File: config.mk
export PLATFORM = sky130hd
export DESIGN_NAME = ls_request_queue
export DESIGN_NICKNAME = d
export VERILOG_FILES = /design/src/rtl/ls_request_queue_pkg.sv /design/src/rtl/ls_request_queue_store_match.sv /design/src/rtl/ls_request_queue.sv
export SDC_FILE = /design/constraint.sdc
export NUM_CORES = 1
export LEC_CHECK = 0
export CAP_MARGIN = 20
export CORE_UTILIZATION = 54
export CTS_CLUSTER_SIZE = 25
export DETAILED_ROUTE_END_ITERATION = 8
export GPL_TIMING_DRIVEN = 0
export PLACE_DENSITY = 0.8
export SLEW_MARGIN = 40
export SYNTH_ARGS = -nofsm -noshare
export SYNTH_HDL_FRONTEND = slang
export SYNTH_SLANG_ARGS = --single-unit
File: constraint.sdc
create_clock -name clk -period 4.2 [get_ports clk]
set_input_delay 0.84 -clock clk [delete_from_list [all_inputs] [get_ports clk]]
set_output_delay 0.84 -clock clk [all_outputs]
set_load 0.02 [all_outputs]
File: src/rtl/ls_request_queue_pkg.sv
// Shared types for the load/store request queue: the queued entry layout and a word-address compare helper.
package ls_request_queue_pkg;

  localparam int LS_ID_W = 3;

  // Field order is significant: the flattened head entry on out_entry is {addr,data,be,fn3,load,store,id}.
  typedef struct packed {
    logic [31:0]        addr;
    logic [31:0]        data;
    logic [3:0]         be;
    logic [2:0]         fn3;
    logic               load;
    logic               store;
    logic [LS_ID_W-1:0] id;
  } ls_queue_entry_t;

  function automatic logic word_match(input logic [31:0] a, input logic [31:0] b);
    return a[31:2] == b[31:2];
  endfunction

endpackage

File: src/rtl/ls_request_queue_store_match.sv
// Word-granular store hazard detector: flags any valid queued store whose address shares cmp_addr's word.
module ls_queue_store_match
  import ls_request_queue_pkg::*;
#(
  parameter int DEPTH = 4
) (
  input  ls_queue_entry_t   entries [DEPTH],
  input  logic [DEPTH-1:0]  valid,
  input  logic [31:0]       cmp_addr,
  output logic              hit
);

  logic [DEPTH-1:0] match;

  always_comb begin
    match = '0;
    for (int i = 0; i < DEPTH; i++) begin
      match[i] = valid[i] & entries[i].store & word_match(entries[i].addr, cmp_addr);
    end
  end

  assign hit = |match;

endmodule

File: src/rtl/ls_request_queue.sv
// In-order load/store request FIFO between issue and the LS sub-units, with store-hazard lookup and
// idle status. All handshake outputs come from registered state only.
module ls_request_queue
  import ls_request_queue_pkg::*;
#(
  parameter int DEPTH = 4,
  parameter int ID_W  = LS_ID_W
) (
  input  logic                                clk,
  input  logic                                rst,
  input  logic                                in_valid,
  output logic                                in_ready,
  input  logic [31:0]                         in_addr,
  input  logic [31:0]                         in_data,
  input  logic [3:0]                          in_be,
  input  logic [2:0]                          in_fn3,
  input  logic                                in_load,
  input  logic                                in_store,
  input  logic [ID_W-1:0]                     in_id,
  input  logic                                flush,
  output logic                                out_valid,
  input  logic                                out_accept,
  output logic [$bits(ls_queue_entry_t)-1:0]  out_entry,
  input  logic [31:0]                         cmp_addr,
  output logic                                cmp_store_hit,
  output logic                                empty,
  output logic [$clog2(DEPTH):0]              count
);

  localparam int PTR_W = $clog2(DEPTH);
  localparam logic [PTR_W:0] PTR_ONE = 1;

  ls_queue_entry_t  mem [DEPTH];
  logic [DEPTH-1:0] valid;
  logic [PTR_W:0]   wptr;
  logic [PTR_W:0]   rptr;
  logic [PTR_W:0]   count_r;
  logic [PTR_W-1:0] widx;
  logic [PTR_W-1:0] ridx;
  logic             full;
  logic             push;
  logic             pop;
  ls_queue_entry_t  new_entry;

  assign widx = wptr[PTR_W-1:0];
  assign ridx = rptr[PTR_W-1:0];

  // Pointers carry one extra wrap bit so equal indices can be told apart as full vs empty.
  assign full = (wptr[PTR_W] != rptr[PTR_W]) && (widx == ridx);

  assign in_ready  = ~full;
  assign out_valid = valid[ridx];
  assign push      = in_valid & ~full & ~flush;
  assign pop       = out_valid & out_accept & ~flush;

  always_comb begin
    new_entry       = '0;
    new_entry.addr  = in_addr;
    new_entry.data  = in_data;
    new_entry.be    = in_be;
    new_entry.fn3   = in_fn3;
    new_entry.load  = in_load;
    new_entry.store = in_store;
    new_entry.id    = in_id;
  end

  // Flush behaves exactly like reset, so any push or pop in that cycle is dropped.
  always_ff @(posedge clk) begin
    if (rst || flush) begin
      wptr    <= '0;
      rptr    <= '0;
      count_r <= '0;
      valid   <= '0;
    end else begin
      if (push) begin
        valid[widx] <= 1'b1;
        wptr        <= wptr + PTR_ONE;
      end
      if (pop) begin
        valid[ridx] <= 1'b0;
        rptr        <= rptr + PTR_ONE;
      end
      case ({push, pop})
        2'b10:   count_r <= count_r + PTR_ONE;
        2'b01:   count_r <= count_r - PTR_ONE;
        default: count_r <= count_r;
      endcase
    end
  end

  // Payload storage needs no reset; the valid vector qualifies every slot.
  always_ff @(posedge clk) begin
    if (push) begin
      mem[widx] <= new_entry;
    end
  end

  assign out_entry = mem[ridx];
  assign count     = count_r;
  assign empty     = (count_r == '0);

  ls_queue_store_match #(
    .DEPTH (DEPTH)
  ) u_store_match (
    .entries  (mem),
    .valid    (valid),
    .cmp_addr (cmp_addr),
    .hit      (cmp_store_hit)
  );

endmodule

==> results.yml <==
outcome:
  outcome: "completed"
layout:
  utilization_pct: 70.11
  syn2layout_area_growth_pct: 26.27
  final_layout_size_suffix_gt1_share_pct: 17.41
  post-route-cell-area_um2: 16550
  layout.cells.non_filler: 1223
  final_nets: 1002
power_and_ir_drop:
  ir_worst_vdd_mv: 0.4778
  p_switching_mw: 1.416
  power_density_nw_per_um2: 421.9
  p_int_mw: 5.569
  p_clk_share_pct: 43.1
  switching_share_pct: 20.27
  p_seq_share_pct: 50.5
  p_leak_nw: 5.186
  pwr-share-comb_pct: 6.3
  p_total_mw: 6.985
critical_path:
  criticalPathCategory: "in -> out"
  crit_path_end: "cmp_store_hit"
  worstPathRequired_ns: 3.36
  r2r_setup_slack_ns: 1.60
  endpoint_kind: "output port"
  timing.rr.start: "rptr[1]"
  r2r_cells: 6
  cp-start-kind: "input pin"
  arrival_ns: 3.17
  cp_max_fo: 4
  r2r-end: "mem[23]"
  crit_path_start: "cmp_addr[22]"
clock_tree:
  ctsHoldBuffers: 0
  numCtsBuffers: 34
  clkLatencyLatePin_ns: 0.50
  clkSlewWorstSetupHoldPaths_ns: 0.06
  post-cts-setup-buffer-count: 0
  cts_resized: 0
  cts.path.max_buffers: 3
  htree_levels: 2
  clock_sinks: 317
  cts_tree: "built"
  cts.root.buffer_cell: "clkbuf_16"
sta:
  worst_pin_slew_ns: 0.8617
  finalMaxSlewViolations: 0
  timing.final.crit_period_ns: 4.011
  setup_violations: 0
  fin_hold_ws_ns: 0.5393
  relSlewSlack_pct: 42.55
  hold_violations: 0
  grt_setup_unrepaired: "no"
  fin_setup_tns_ns: 0
  skew_ns: 0.01161
  timing.fmax_mhz: 249.3
  period_share_pct: 95.50
  fin_ws_ns: 0.1888
logic_synthesis:
  synth_edf_count: 304
  ys_seq_area_share_pct: 71.62
  synth_nets: 784
  synth_top_family_by_area: "multiplexers"
  yosys.area.top_type_share_pct: 69.63
  synth_xor_area_share_pct: 8.609
  synthTopCellsByCount: "304 x edfxtp_1, 84 x xnor2_1, 77 x mux4_2, 43 x xor2_1, 23 x clkbuf_1"
  syn_inst: 661
  ys_async_sr_fraction_pct: 0
  synth_top_cell_by_area: "edfxtp_1"
  post_synth_and_or_nand_nor_area_fraction_pct: 3.073
  synth_area_leaders: "edfxtp_1 70%, mux4_2 13%, xnor2_1 5.6%"
  yosysMostFrequentCell: "edfxtp_1"
  ys_ff_latch: 317
  synth_ff_type: "edfxtp_1"
  synth_warnings: 0
  yosys.area_share.adder_pct: 1.012
  avgSynthCellArea_um2: 19.83
  synth-compound-area-share_pct: 0.7349
  synth_mux_area_share_pct: 13.30
  synth_area_um2: 13110
  synth_cell_types: 33
die:
  die_area_um2: 24910
  start_util_pct: 55.52
  ios: 196
  fp.dieH_um: 157.8
  die_x_um: 157.8
  core_um2: 23610
  rows: 56
routing:
  ant_nets: 0
  first_iter_violations: 564
  dr_total_vias: 6981
  firstDrtPassIters: 5
  drc: 0
  drt-total-wl_mm: 29.26
  post_drt_via_cell_ratio: 5.708
  wl_per_cell_um: 23.92
global_routing:
  grt_pass1_wl_mm: 43.44
  grt_overflow: 0
  antenna_found_initial: 3
  grt_pass1_vias: 7369
  track_usage_pct: 24.27
  grt_max_degree: 36
hold_path:
  hold_class: "reg -> reg"
job:
  maxCapViolCount: 0
placed_design:
  placed_area_um2: 15430
  place_worst_setup_slack_ns: 0.2491
  dp_hpwl_mm: 20.46
  place_congestion: 0.9196
  io_buffers: 174
  post-place-cells: 1162
==> worst max-delay path, cell delays in order <==
cell,delay (ns)
clkdlybuf4s50_1,0.59
xnor2_1,0.16
nand4_1,0.19
nor4_1,0.42
nand4_1,0.16
nand4_1,0.18
clkdlybuf4s50_1,0.63
==> sequential cells by signal, indices dropped and copies added, names as in the netlist <==
signal,count
count,3
mem,304
rptr,3
valid,4
wptr,3
==> area by class of cell <==
class,instances,area (µm²)
clock inverter,18,224.0
multi-input combinational,295,3513
clock buffer,41,898.4
timing repair buffer,182,1909
fill,1513,7058
tap,319,399.1
inverter,10,37.54
antenna,2,5.005
sequential,317,9389
buffer,39,178.9
==> cell families (layout without fill, tap and decap cells) <==
family,after synthesis,in the layout
flops,317,317
fa+ha+maj,10,10
compound gates,10,10
xor+xnor,128,128
mux,78,78
other cells,0,2
buf+inv,49,290
simple gates,69,69
==> power groups by stage <==
| stage | logic, mW | registers [mW] | clock network (mW) |
|---|---|---|---|
| after floorplan | 0.192 | 3.60 | 0 |
| after CTS | 0.443 | 3.53 | 3.07 |
| final | 0.442 | 3.53 | 3.01 |
| after global routing | 0.466 | 3.53 | 3.19 |
| after global placement | 0.421 | 3.60 | 0 |
| after detailed placement | 0.440 | 3.60 | 0 |
==> worst min-delay path by stage <==
| stage | start | endpoint | slack (ns) | cells past startpoint |
|---|---|---|---|---|
| floorplan | wptr[2] | wptr[2] | 0.50 | 2 |
| global placement | count[2] | count[2] | 0.48 | 2 |
| detailed placement | count[2] | count[2] | 0.53 | 2 |
| CTS | count[2] | count[2] | 0.54 | 2 |
| global route | count[2] | count[2] | 0.58 | 2 |
| finish | count[2] | count[2] | 0.54 | 2 |
==> layer usage <==
layer | GRT usage (%) | vias to the layer above | wire length [µm]
li1 | - | 3067 | -
met1 | 30.55 | 3538 | 10970
met2 | 40.40 | 316 | 14680
met3 | 7.528 | 56 | 2838
met4 | 7.536 | 4 | 740
met5 | 0 | - | 24
==> cells in the final DEF (no fill, tap or decap), drive strengths merged, types with 3 or more instances in the layout <==
cell type	count
a211oi	3
a21oi	4
and2	4
buf	24
bufinv	5
clkbuf	64
clkdlybuf4s50	174
clkinv	8
clkinvlp	3
dfxtp	13
edfxtp	304
ha	9
inv	12
mux4	77
nand3	8
nand4	21
nor2	14
nor4	15
xnor2	84
xor2	44
(Power assumes the default switching activity.)
